[config.mk]
export PLATFORM = sky130hd
export DESIGN_NAME = pp_pipeline_accel_sdiv_17s_8s_seq_flat
export DESIGN_NICKNAME = d
export VERILOG_FILES = /design/src/rtl/pp_pipeline_accel_div_pkg.sv /design/src/rtl/pp_pipeline_accel_sdiv_17s_8s_seq_if.sv /design/src/rtl/pp_pipeline_accel_div_step.sv /design/src/rtl/pp_pipeline_accel_sdiv_17s_8s_seq.sv /design/src/flat_wrapper.sv
export SDC_FILE = /design/constraint.sdc
export NUM_CORES = 1
export LEC_CHECK = 0
export ABC_AREA = 1
export BUFFER_PORTS_ARGS = -buffer_cell sky130_fd_sc_hd__clkbuf_2
export CORE_ASPECT_RATIO = 1.75
export CORE_MARGIN = 1.5
export CORE_UTILIZATION = 57
export CTS_CLUSTER_DIAMETER = 30
export DETAILED_ROUTE_END_ITERATION = 6
export PLACE_DENSITY = 0.86
export SLEW_MARGIN = 20
export SYNTH_ARGS = -nofsm -noshare
export SYNTH_HDL_FRONTEND = slang
export SYNTH_SLANG_ARGS = --single-unit
[constraint.sdc]
create_clock -name ap_clk -period 2.7 [get_ports ap_clk]
set_clock_uncertainty 0.15 [all_clocks]
set_input_delay 0 -clock ap_clk [delete_from_list [all_inputs] [get_ports ap_clk]]
set_output_delay 0 -clock ap_clk [all_outputs]
set_load 0.02 [all_outputs]
[src/rtl/pp_pipeline_accel_div_pkg.sv]
// Shared widths, FSM state encoding and iteration-counter sizing for the
// sequential signed divider.
package pp_pipeline_accel_div_pkg;

  localparam int DIVIDEND_W_DEF = 17;
  localparam int DIVISOR_W_DEF  = 8;

  typedef enum logic [1:0] {
    IDLE,
    CALC,
    FIX,
    DONE
  } div_state_t;

  // The counter must reach DIVIDEND_W-1, so one extra code is reserved.
  function automatic int cnt_width(input int dividend_w);
    return $clog2(dividend_w + 1);
  endfunction

  localparam int CNT_W_DEF = $clog2(DIVIDEND_W_DEF + 1);

endpackage

[src/rtl/pp_pipeline_accel_sdiv_17s_8s_seq_if.sv]
// Operand/result handshake bundle for the sequential signed divider.
// The divider takes the slave side; the producer/consumer takes the master side.
interface pp_pipeline_accel_sdiv_17s_8s_seq_if #(
  parameter int DIVIDEND_W = pp_pipeline_accel_div_pkg::DIVIDEND_W_DEF,
  parameter int DIVISOR_W  = pp_pipeline_accel_div_pkg::DIVISOR_W_DEF
);

  logic                         in_valid;
  logic                         in_ready;
  logic signed [DIVIDEND_W-1:0] din0;
  logic signed [DIVISOR_W-1:0]  din1;
  logic                         out_valid;
  logic                         out_ready;
  logic signed [DIVIDEND_W-1:0] quot;
  logic signed [DIVISOR_W-1:0]  rem;
  logic                         div_by_zero;
  logic                         ovf;

  modport master (
    output in_valid,
    output din0,
    output din1,
    output out_ready,
    input  in_ready,
    input  out_valid,
    input  quot,
    input  rem,
    input  div_by_zero,
    input  ovf
  );

  modport slave (
    input  in_valid,
    input  din0,
    input  din1,
    input  out_ready,
    output in_ready,
    output out_valid,
    output quot,
    output rem,
    output div_by_zero,
    output ovf
  );

endinterface

[src/rtl/pp_pipeline_accel_div_step.sv]
// One radix-2 restoring division step on unsigned magnitudes: shift in the next
// dividend bit, subtract the divisor when it fits and report the quotient bit.
module pp_pipeline_accel_div_step
  import pp_pipeline_accel_div_pkg::*;
#(
  parameter int DIVISOR_W = DIVISOR_W_DEF
) (
  input  logic [DIVISOR_W:0]   prem,
  input  logic                 next_bit,
  input  logic [DIVISOR_W-1:0] dmag,
  output logic [DIVISOR_W:0]   prem_next,
  output logic                 qbit
);

  logic [DIVISOR_W:0] shifted;
  logic [DIVISOR_W:0] diff;

  // A set top bit of the incoming remainder means the shifted value already
  // exceeds any divisor magnitude, so the subtract must happen regardless.
  always_comb begin
    shifted   = {prem[DIVISOR_W-1:0], next_bit};
    diff      = shifted - {1'b0, dmag};
    qbit      = prem[DIVISOR_W] | (shifted >= {1'b0, dmag});
    prem_next = qbit ? diff : shifted;
  end

endmodule

[src/rtl/pp_pipeline_accel_sdiv_17s_8s_seq.sv]
// Sequential signed divider: one restoring step per cycle on magnitudes, sign fix-up
// in a single cycle afterwards. Remainder is produced only with PP_PIPELINE_ACCEL_DIV_REM_EN.
module pp_pipeline_accel_sdiv_17s_8s_seq
  import pp_pipeline_accel_div_pkg::*;
#(
  parameter int DIVIDEND_W = DIVIDEND_W_DEF,
  parameter int DIVISOR_W  = DIVISOR_W_DEF
) (
  input  logic ap_clk,
  input  logic ap_rst_n,
  pp_pipeline_accel_sdiv_17s_8s_seq_if.slave bus
);

  localparam int                  CW       = cnt_width(DIVIDEND_W);
  localparam logic [CW-1:0]         LAST     = CW'(DIVIDEND_W - 1);
  localparam logic [DIVIDEND_W-1:0] MIN_DVD  = {1'b1, {(DIVIDEND_W-1){1'b0}}};
  localparam logic [DIVIDEND_W-1:0] MAX_QUOT = {1'b0, {(DIVIDEND_W-1){1'b1}}};

  div_state_t state_q, state_d;

  logic                  accept;
  logic [DIVIDEND_W-1:0] dvd_mag;
  logic [DIVISOR_W-1:0]  dsr_mag;
  logic [DIVIDEND_W-1:0] dvd_q;
  logic [DIVISOR_W-1:0]  dmag_q;
  logic [DIVISOR_W:0]    prem_q;
  logic [DIVISOR_W:0]    prem_next;
  logic                  qbit;
  logic [CW-1:0]         cnt_q;
  logic                  negq_q;
  logic                  zero_q;
  logic                  sat_q;
  logic [DIVIDEND_W-1:0] quot_q;
  logic                  dbz_q;
  logic                  ovf_q;

  assign accept = (state_q == IDLE) && bus.in_valid;

  always_comb begin
    dvd_mag = bus.din0[DIVIDEND_W-1] ? -bus.din0 : bus.din0;
    dsr_mag = bus.din1[DIVISOR_W-1]  ? -bus.din1 : bus.din1;
  end

  pp_pipeline_accel_div_step #(
    .DIVISOR_W (DIVISOR_W)
  ) u_step (
    .prem      (prem_q),
    .next_bit  (dvd_q[DIVIDEND_W-1]),
    .dmag      (dmag_q),
    .prem_next (prem_next),
    .qbit      (qbit)
  );

  always_ff @(posedge ap_clk) begin
    if (!ap_rst_n) state_q <= IDLE;
    else           state_q <= state_d;
  end

  // Ready/valid are pure state decodes, so DONE exiting can never overlap an accept.
  always_comb begin
    state_d       = state_q;
    bus.in_ready  = 1'b0;
    bus.out_valid = 1'b0;
    case (state_q)
      IDLE: begin
        bus.in_ready = 1'b1;
        if (bus.in_valid) state_d = CALC;
      end
      CALC: begin
        if (cnt_q == LAST) state_d = FIX;
      end
      FIX: begin
        state_d = DONE;
      end
      DONE: begin
        bus.out_valid = 1'b1;
        if (bus.out_ready) state_d = IDLE;
      end
      default: state_d = IDLE;
    endcase
  end

  // The dividend register doubles as the quotient register: each step shifts
  // out one dividend bit at the top and shifts in one quotient bit at the bottom.
  always_ff @(posedge ap_clk) begin
    if (!ap_rst_n) begin
      dvd_q  <= '0;
      dmag_q <= '0;
      prem_q <= '0;
      cnt_q  <= '0;
      negq_q <= 1'b0;
      zero_q <= 1'b0;
      sat_q  <= 1'b0;
      quot_q <= '0;
      dbz_q  <= 1'b0;
      ovf_q  <= 1'b0;
    end else begin
      case (state_q)
        IDLE: begin
          if (accept) begin
            dvd_q  <= dvd_mag;
            dmag_q <= dsr_mag;
            prem_q <= '0;
            cnt_q  <= '0;
            negq_q <= bus.din0[DIVIDEND_W-1] ^ bus.din1[DIVISOR_W-1];
            zero_q <= (bus.din1 == '0);
            sat_q  <= (bus.din0 == MIN_DVD) && (bus.din1 == '1);
          end
        end
        CALC: begin
          dvd_q  <= {dvd_q[DIVIDEND_W-2:0], qbit};
          prem_q <= prem_next;
          cnt_q  <= cnt_q + CW'(1);
        end
        FIX: begin
          if (zero_q)      quot_q <= '1;
          else if (sat_q)  quot_q <= MAX_QUOT;
          else if (negq_q) quot_q <= -dvd_q;
          else             quot_q <= dvd_q;
          dbz_q <= zero_q;
          ovf_q <= sat_q;
        end
        default: ;
      endcase
    end
  end

  assign bus.quot        = quot_q;
  assign bus.div_by_zero = dbz_q;
  assign bus.ovf         = ovf_q;

`ifdef PP_PIPELINE_ACCEL_DIV_REM_EN
  logic                 negr_q;
  logic [DIVISOR_W-1:0] rem_q;

  // Remainder takes the dividend's sign; the final partial remainder always fits DIVISOR_W bits.
  always_ff @(posedge ap_clk) begin
    if (!ap_rst_n) begin
      negr_q <= 1'b0;
      rem_q  <= '0;
    end else if (accept) begin
      negr_q <= bus.din0[DIVIDEND_W-1];
    end else if (state_q == FIX) begin
      if (zero_q || sat_q) rem_q <= '0;
      else if (negr_q)     rem_q <= -prem_q[DIVISOR_W-1:0];
      else                 rem_q <= prem_q[DIVISOR_W-1:0];
    end
  end

  assign bus.rem = rem_q;
`else
  assign bus.rem = '0;
`endif

endmodule

[src/flat_wrapper.sv]
// flat-port wrapper written by rule: the top's interface ports become plain ports
module pp_pipeline_accel_sdiv_17s_8s_seq_flat import pp_pipeline_accel_div_pkg::*;
#(
  parameter int DIVIDEND_W = DIVIDEND_W_DEF,
  parameter int DIVISOR_W  = DIVISOR_W_DEF
)
  (ap_clk, ap_rst_n, bus_in_valid, bus_din0, bus_din1, bus_out_ready, bus_in_ready, bus_out_valid, bus_quot, bus_rem, bus_div_by_zero, bus_ovf);
  pp_pipeline_accel_sdiv_17s_8s_seq_if #(.DIVIDEND_W(DIVIDEND_W), .DIVISOR_W(DIVISOR_W)) bus_i ();
  input  logic ap_clk;
  input  logic ap_rst_n;
  input wire logic [$bits(bus_i.in_valid)-1:0] bus_in_valid;
  input wire logic [$bits(bus_i.din0)-1:0] bus_din0;
  input wire logic [$bits(bus_i.din1)-1:0] bus_din1;
  input wire logic [$bits(bus_i.out_ready)-1:0] bus_out_ready;
  output wire logic [$bits(bus_i.in_ready)-1:0] bus_in_ready;
  output wire logic [$bits(bus_i.out_valid)-1:0] bus_out_valid;
  output wire logic [$bits(bus_i.quot)-1:0] bus_quot;
  output wire logic [$bits(bus_i.rem)-1:0] bus_rem;
  output wire logic [$bits(bus_i.div_by_zero)-1:0] bus_div_by_zero;
  output wire logic [$bits(bus_i.ovf)-1:0] bus_ovf;
  assign bus_i.in_valid = bus_in_valid;
  assign bus_i.din0 = bus_din0;
  assign bus_i.din1 = bus_din1;
  assign bus_i.out_ready = bus_out_ready;
  assign bus_in_ready = bus_i.in_ready;
  assign bus_out_valid = bus_i.out_valid;
  assign bus_quot = bus_i.quot;
  assign bus_rem = bus_i.rem;
  assign bus_div_by_zero = bus_i.div_by_zero;
  assign bus_ovf = bus_i.ovf;
  pp_pipeline_accel_sdiv_17s_8s_seq #(.DIVIDEND_W(DIVIDEND_W), .DIVISOR_W(DIVISOR_W)) u_core (.ap_clk(ap_clk), .ap_rst_n(ap_rst_n), .bus(bus_i));
endmodule
Yosys cells after proc, flatten, opt, wreduce, memory -nomap -nowiden --
Cells that the tools add are included.
Storage, ports and cells: register bits after elaboration 63, output and inout port bits 29, word-level logic and storage cells 55
Cells by class: add/subtract/negate cells 5, order comparisons 1, equality and inequality tests 10, muxes and demuxes 18, bitwise logic cells 2, reduce and logical (&&, ||, !) cells 8
Operators with widths (number):
- $mux W17 | 5
- $neg A17 Y17 | 2
- $pmux W17 S2 | 1
- $mux W9 | 2
- $pmux W9 S2 | 1
- $eq A17 B17 Y1 const B | 1
- $pmux W5 S2 | 1
- $ge A9 B8 Y1 | 1
- $sub A9 B8 Y9 | 1
- $eq A8 B8 Y1 const B | 1
- $logic_not A8 Y1 | 1
- $mux W8 | 1
- $neg A8 Y8 | 1
- $pmux W2 S4 | 1
- $mux W2 | 3
- $add A5 B1 Y5 const B | 1
- $eq A5 B5 Y1 const B | 1
- $mux W5 | 1
- $eq A2 B2 Y1 const B | 2
- $ne A2 B1 Y1 const B | 2
- $ne A2 B2 Y1 const B | 2
- $reduce_and A2 Y1 | 2
- $reduce_and A3 Y1 | 1
- $eq A2 B1 Y1 const B | 1
- 6 further kinds | 8

Logic depth before layout (Yosys ltp) --
Gate-level depths: netlist of run 1.
word-level depth 4, mapped depth 12

By module --
A second synthesis of run 1 with hierarchy kept.
Unflattened totals: cells, all modules 666, area, all modules 4254.1 um^2
Modules (own cells, without submodules):
- pp_pipeline_accel_sdiv_17s_8s_seq | instances 1, cells each 541, area each 3623.5 um^2, sequential area each 1261.2 um^2
- pp_pipeline_accel_div_step | instances 1, cells each 125, area each 630.6 um^2, sequential area each 0.0 um^2

Least setup slack after synthesis of run 1 --
Ideal clock, no wire load.
path kind register to register, start point register u_core.dvd_q[16], end point register u_core.prem_q[8], setup time 0.132 ns, data arrival time 1.507 ns, data required time 2.418 ns, path slack 0.911 ns, stages on the path, launching flop included 9, path buffers 0, period minus slack after synthesis 1.789 ns, path through dfxtp_1 inv_1 ha_1 fa_1 nor2_1 o21ai_0 a21o_1 nand4_1 a21oi_1
On the way: cells in the longest elaborated chain, start to end 4
Ends and longest elaborated chain:
- from (decl) | line pp_pipeline_accel_sdiv_17s_8s_seq.sv:24 | logic [DIVIDEND_W-1:0] dvd_q;
- from (signal assigned) | line pp_pipeline_accel_sdiv_17s_8s_seq.sv:101 | dvd_q <= dvd_mag;
- from (signal assigned) | line pp_pipeline_accel_sdiv_17s_8s_seq.sv:111 | dvd_q <= {dvd_q[DIVIDEND_W-2:0], qbit};
- $ge A9 B8 Y1 | line pp_pipeline_accel_div_step.sv:23 | qbit = prem[DIVISOR_W] | (shifted >= {1'b0, dmag});
- $or A1 B1 Y1 | line pp_pipeline_accel_div_step.sv:23
- $mux W9 (*) | line pp_pipeline_accel_div_step.sv:24 | prem_next = qbit ? diff : shifted;
- $pmux W9 S2 (*) | line pp_pipeline_accel_sdiv_17s_8s_seq.sv:98 | case (state_q)
- to (signal assigned) | line pp_pipeline_accel_sdiv_17s_8s_seq.sv:112 | prem_q <= prem_next;
- to (decl) | line pp_pipeline_accel_sdiv_17s_8s_seq.sv:26 | logic [DIVISOR_W:0] prem_q;
Mark *: on every way between the ends. The rest lies on a longest branch, timed or not. A chain may end at the register's enable or synchronous reset.

Worst setup path after layout of run 1 --
start point input port bus_din0[0], end point register u_core.sat_q
On the way: cells in the longest elaborated chain, start to end 2
Ends and longest elaborated chain:
- from (decl) | line flat_wrapper.sv:12 | input wire logic [$bits(bus_i.din0)-1:0] bus_din0;
- $eq A17 B17 Y1 | line pp_pipeline_accel_sdiv_17s_8s_seq.sv:107 | sat_q <= (bus.din0 == MIN_DVD) && (bus.din1 == '1);
- $logic_and A1 B1 Y1 | line pp_pipeline_accel_sdiv_17s_8s_seq.sv:107
- to (signal assigned) | line pp_pipeline_accel_sdiv_17s_8s_seq.sv:107
- to (decl) | line pp_pipeline_accel_sdiv_17s_8s_seq.sv:32 | logic sat_q;
No other way between the ends.

==> impl_metrics.json, run 1 <==
{
  "start_util_pct": 58.55,
  "r2r-start": "u_core.state_q[0]",
  "setup_violations": 0,
  "fill_cells": 586,
  "relSlewSlack_pct": 25.54,
  "hold_viol": 0,
  "cts_setup_buffers": 0,
  "tritoncts": "done",
  "required_ps": 2800,
  "synth_most_common_cell": "nand2_1",
  "rsz0062_at_grt": "false",
  "wl_met3_um": 547,
  "synth_fa_ha_area_share_pct": 5.832,
  "synthesis.area_mm2": 0.004205,
  "gp_congestion": 0.9524,
  "worst_pin_slew_ps": 1116,
  "cap_violations": 0,
  "ir_drop_v": 0.0005862,
  "nets": 775,
  "synth.area.mux_share_pct": 0,
  "worstSetupPathType": "in -> reg",
  "wl_met2_mm": 6.654,
  "cp_data_arrival_time_ps": 2490,
  "clk_pin_slew_ps": 50,
  "p_leak_nw": 2.365,
  "cts_buffers": 9,
  "crit_fanout": 4,
  "synth-xor-area-share_pct": 1.874,
  "n_antenna_cell": 0,
  "vias": 4606,
  "fin_crit_sh_pct": 88.52,
  "yosysWarnings": 0,
  "outcome": "finished, final reports clean",
  "synth_ff_type": "dfxtp_1",
  "cp-startpoint": "bus_din0[0]",
  "final_util_pct": 70.23,
  "cp_slowest_cell": "dlygate4sd3_1",
  "syn_inst": 658,
  "synth_edf_count": 0,
  "synthArstFlopShare_pct": 0,
  "synthSimpleGateAreaFrac_pct": 32.49,
  "synth-compound-area-share_pct": 17.82,
  "die_width_um": 67.93,
  "start_kind": "input port",
  "port_buffers": 49,
  "overflow": 0,
  "antenna_found_initial": 0,
  "grt_max_degree": 34,
  "synth_cell_types": 42,
  "hpwl_mm": 8.488,
  "rows": 41,
  "highest_layer": "met4",
  "synthTopCellsByArea": "dfxtp_1 (30%), nand2_1 (13%), a21oi_1 (7.9%), inv_1 (7.9%), nand3_1 (5.7%)",
  "wl_met1_mm": 4.199,
  "hp-start": "bus_out_ready",
  "dr.pass1.iters": 7,
  "cts_buffer_depth": 2,
  "p_per_area_mw_per_mm2": 1350,
  "die-height_um": 116.6,
  "cp_slowest_stage_delay_ps": 620,
  "r2r_cells": 7,
  "hold_depth": 4,
  "crit_cells": 11,
  "remaining_drc_errors": 0,
  "via_per_inst": 5.631,
  "ant_nets": 0,
  "grt_pass1_wl_mm": 19.16,
  "synth_common_cells": "nand2_1 (151), inv_1 (88), a21oi_1 (66)",
  "endpoint_kind": "register",
  "drive_gt1_share_pct": 10.93,
  "htree_levels": 3,
  "synth_top_area_cell": "dfxtp_1",
  "pin_count": 58,
  "die-area_mm2": 0.007922,
  "fmax_mhz": 418.4,
  "r2r_slack_ps": 390,
  "grt.total_usage_pct": 32.00,
  "clk_latency_ps": 330,
  "cp.buffers_inverters": 4,
  "path_cells": "dlygate4sd3_1 -> clkbuf_2 -> inv_1 -> ha_1 -> nand2_1 -> nor2_1 -> nand2_1 -> nor3_1 -> nand3_1 -> dlygate4sd3_1 -> a21oi_1",
  "synth_top_family_by_area": "simple AND/OR/NAND/NOR gates",
  "reg2reg_to": "u_core.sat_q",
  "hold_end": "u_core.state_q[0]",
  "area_delta_synth_final_pct": 19.93,
  "hold_class": "in -> reg",
  "yosysTopAreaCellShare_pct": 29.99,
  "ys_seq_elements": 63,
  "clock-sinks": 63,
  "cts_root_buffer": "clkbuf_16",
  "coreArea_mm2": 0.007182,
  "postSynthAreaPerCell_um2": 6.391,
  "postRouteWirelength_mm": 12.00,
  "finalSetupTns_ps": 0,
  "post-route-min-period_ps": 2390,
  "crit_family": "buffers and inverters",
  "grt_pass1_vias": 4256,
  "drtIter0Drc": 327,
  "wire_per_inst_um": 14.67,
  "synth.yosys.seq_area_share_pct": 29.99,
  "maxSlewViolCount": 0
}
-- area by class of cell --
cell class	count	area (um2)	share of cell area, %
multi-input cells	481	2470	48.97
flip-flops and latches	63	1261	25.01
repair buffers	82	560.5	11.11
inverters	90	337.8	6.698
clock buffers	12	236.5	4.689
well taps	86	107.6	2.133
clock inverters	4	70.07	1.389
-- cell families (layout without fill, tap and decap cells) --
family | Yosys count | in the layout
xor gates and xnor gates | 9 | 9
buffers and inverters | 121 | 188
other | 1 | 8
AOI/OAI and AO/OA | 138 | 138
and+or+nand+nor | 307 | 307
DFF | 63 | 63
adders and majority gates | 19 | 19
-- routing by layer --
layer / track usage (%) / vias to the layer above
met5: 0 / -
met1: 31.32 / 2096
met4: 19.07 / 0
li1: - / 2285
met3: 5.877 / 50
met2: 59.55 / 175
-- state kept, by name, indices dropped and copies added (netlist names) --
register                flops
u_core.cnt_q                5
u_core.sat_q                1
u_core.negq_q               1
u_core.bus.div_by_zero      1
u_core.bus.quot            17
u_core.state_q              2
u_core.bus.ovf              1
u_core.dmag_q               8
u_core.dvd_q               17
u_core.zero_q               1
u_core.prem_q               9
-- through the flow --
step	cells	total power [mW]	hold WS (ps)	area (um2)	setup slack, ps
after floorplan	665	4.569	3.791	4232	911.1
after global placement	775	5.317	168.4	4467	597.3
after detailed placement	775	5.474	168.2	4467	574.9
after CTS	818	6.741	5.423	5044	412.3
after global routing	818	7.347	69.18	5044	61.31
final	818	6.809	14.20	5044	309.9
-- what timing repair did --
item / CTS / global route
gates resized for setup: 0 / 0
hold endpoints to repair: 26 / 0
hold buffers: 27 / 0
-- power breakdown --
group          switching [mW]  leakage [nW]  total (mW)  internal, mW
clock                   0.396         0.151        1.20         0.805
sequential              0.309         0.517        1.57          1.26
combinational            2.63          1.70        4.04          1.40
total                    3.34          2.37        6.81          3.47
-- worst min-delay path, stage by stage --
cell and delay (ps):
clkbuf_2 90, o21ai_0 150, a21oi_1 80, a21oi_1 140
-- how the worst max path moves through the flow --
stage / endpoint / slack, ps
2_1_floorplan: u_core.prem_q[8] / 910
3_3_place_gp: u_core.prem_q[4] / 600
3_5_place_dp: u_core.prem_q[4] / 570
4_1_cts: u_core.sat_q / 410
5_1_grt: u_core.sat_q / 60
6_report: u_core.sat_q / 310
-- layout by cell type, fill, tap and decap left out, types with 3 or more instances in the layout --
master         synthesis  routed
nand4_1                8       8
inv_1                 88      88
o211ai_1              12      12
a21oi_1               66      66
clkbuf_1              13       3
nand2_1              151     151
nor3_1                10      10
clkbuf_16              0       9
buf_4                  8       6
xor2_1                 7       7
a31oi_1                5       5
ha_1                  18      18
dfxtp_1               63      63
o21ai_1                3       3
o21ai_0               45      45
clkbuf_2               0      49
conb_1                 1       8
dlygate4sd3_1          0      27
nand3b_1              11      11
nand3_1               48      48
nor2_1                63      63
Power figures use the tool's default switching activity.
==> run 2: changes to the inputs <==
==> constraint.sdc (replaced) <==
create_clock -name ap_clk -period 3 [get_ports ap_clk]
set_clock_uncertainty 0.15 [all_clocks]
set_input_delay 0 -clock ap_clk [delete_from_list [all_inputs] [get_ports ap_clk]]
set_output_delay 0 -clock ap_clk [all_outputs]
set_load 0.02 [all_outputs]
==> run 2 against run 1 <==
Net effect:
- worst setup slack gained 350 ps
- total power fell by 14%
- clock power shrank 25%
- flip-flop and latch count is the same
- first-iteration DRC count increased by 0.61%
- cell area fell by 1.4%
- sequential share of layout area rose by 0.36 points
- via count shrank 0.24%
- die area unchanged
- routed wire length fell by 0.46%
- worst hold slack better by 16 ps
- combinational power down 11%
- critical endpoint unchanged
==> impl_metrics.json, run 2 (synthesis results as in run 1) <==
{
  "die-height_um": 116.6,
  "via_per_inst": 5.652,
  "tritoncts": "done",
  "worst_pin_slew_ps": 1052,
  "pin_count": 58,
  "grt_max_degree": 34,
  "area_delta_synth_final_pct": 18.24,
  "cts_buffers": 9,
  "cts-resized-gates": 0,
  "drive_gt1_share_pct": 10.73,
  "busiest_layer": "met2",
  "hpwl_mm": 8.433,
  "design_area_mm2": 0.004972,
  "fin_crit_sh_pct": 77.85,
  "cp_data_arrival_time_ps": 2420,
  "hold_viol": 0,
  "clock-sinks": 63,
  "grt_use_met1_pct": 30.15,
  "cts_setup_buffers": 0,
  "cap_violations": 0,
  "ant_nets": 0,
  "p_leak_nw": 2.333,
  "die_width_um": 67.93,
  "overflow": 0,
  "nets": 773,
  "finalSetupTns_ps": 0,
  "rsz0062_at_grt": "false",
  "start_kind": "input port",
  "ir_drop_v": 0.0005762,
  "p_per_area_mw_per_mm2": 1183,
  "cts_root_buffer": "clkbuf_16",
  "fmax_mhz": 428.2,
  "port_buffers": 49,
  "remaining_drc_errors": 0,
  "setup_violations": 0,
  "die-area_mm2": 0.007922,
  "postRouteWirelength_mm": 11.94,
  "placed_area_mm2": 0.004459,
  "grt_pass1_wl_mm": 19.19,
  "endpoint_kind": "register",
  "cts_buffer_depth": 2,
  "hold_class": "in -> reg",
  "rows": 41,
  "gp_congestion": 0.9141,
  "final_cell_mix": "nand2_1 (151), inv_1 (88), a21oi_1 (66)",
  "clk_pin_slew_ps": 50,
  "clk_latency_ps": 320,
  "coreArea_mm2": 0.007182,
  "wire_per_inst_um": 14.69,
  "post-route-min-period_ps": 2335,
  "final_common_cell": "nand2_1",
  "maxSlewViolCount": 0,
  "grt_pass1_vias": 4418,
  "dr.pass1.iters": 5,
  "vias": 4595,
  "crit_fanout": 4,
  "use_met3_pct": 4.528,
  "required_ps": 3090,
  "outcome": "finished, final reports clean",
  "htree_levels": 3,
  "n_antenna_cell": 0,
  "relSlewSlack_pct": 29.79,
  "gr-usage-met2_pct": 60.32,
  "worstSetupPathType": "in -> reg",
  "start_util_pct": 58.55,
  "grt.total_usage_pct": 31.70,
  "drtIter0Drc": 329,
  "antenna_found_initial": 0
}
run 2: cell count changes in the layout (fill, tap and decap cells not counted), sizes merged:
cell,delta
clkbuf,-1
dlygate4sd3,-1
bufinv,-2
buf,-1
run 2: report_power, final:
| part | switching (mW) | leakage [nW] | internal (mW) |
|---|---|---|---|
| Sequential | 0.255 | 0.517 | 1.14 |
| Combinational | 2.34 | 1.69 | 1.25 |
| Clock | 0.334 | 0.127 | 0.563 |
run 2: through the flow:
step | worst slack [ps] | total power [mW] | instances | util, % | hold WS, ps
6_report | 664.5 | 5.881 | 813 | 69.23 | 29.85
5_1_grt | 417.7 | 6.371 | 813 | 69.23 | 70.68
4_1_cts | 716.1 | 5.823 | 813 | 69.23 | 26.22
3_5_place_dp | 855.3 | 4.861 | 774 | 62.09 | 165.3
3_3_place_gp | 923.3 | 4.724 | 774 | 62.09 | 160.4
2_1_floorplan | 1211 | 4.112 | 665 | - | 3.791
run 2: worst paths after layout:
kind / from / to / slack [ps] / depth (start not counted)
worst max-delay path: bus_din0[13] / u_core.sat_q / 660 / 9
worst min-delay path: bus_din0[7] / u_core.dvd_q[7] / 30 / 5
worst max register to register: u_core.state_q[1] / u_core.sat_q / 720 / 7
worst min register to register: u_core.bus.quot[2] / u_core.bus.quot[2] / 330 / 2
run 2: layout make-up:
type,instances,area [um2]
Inverter,90,337.8
Clock buffer,11,242.7
Tap cell,86,107.6
Sequential cell,63,1261
Timing Repair Buffer,80,543.0
Clock inverter,2,10.01
Multi-Input combinational cell,481,2470
Fill cell,623,2210
run 2: worst max-delay path: stages:
cell,delay [ps]
dlygate4sd3_1,550
clkbuf_2,140
nor2_1,170
nand3_1,90
nor2_1,110
dlygate4sd3_1,590
nand3_1,70
dlygate4sd3_1,580
a21oi_1,120
run 2: timing repair:
item	CTS	global route
hold buffers	26	0
setup endpoints to repair	0	0
endpoints found under the hold margin	25	0
run 2: layer usage:
layer	share of wire, %	routed length [um]
met3	3.6	435
met5	0	0
met2	55	6543
met1	36	4301
met4	5.5	659
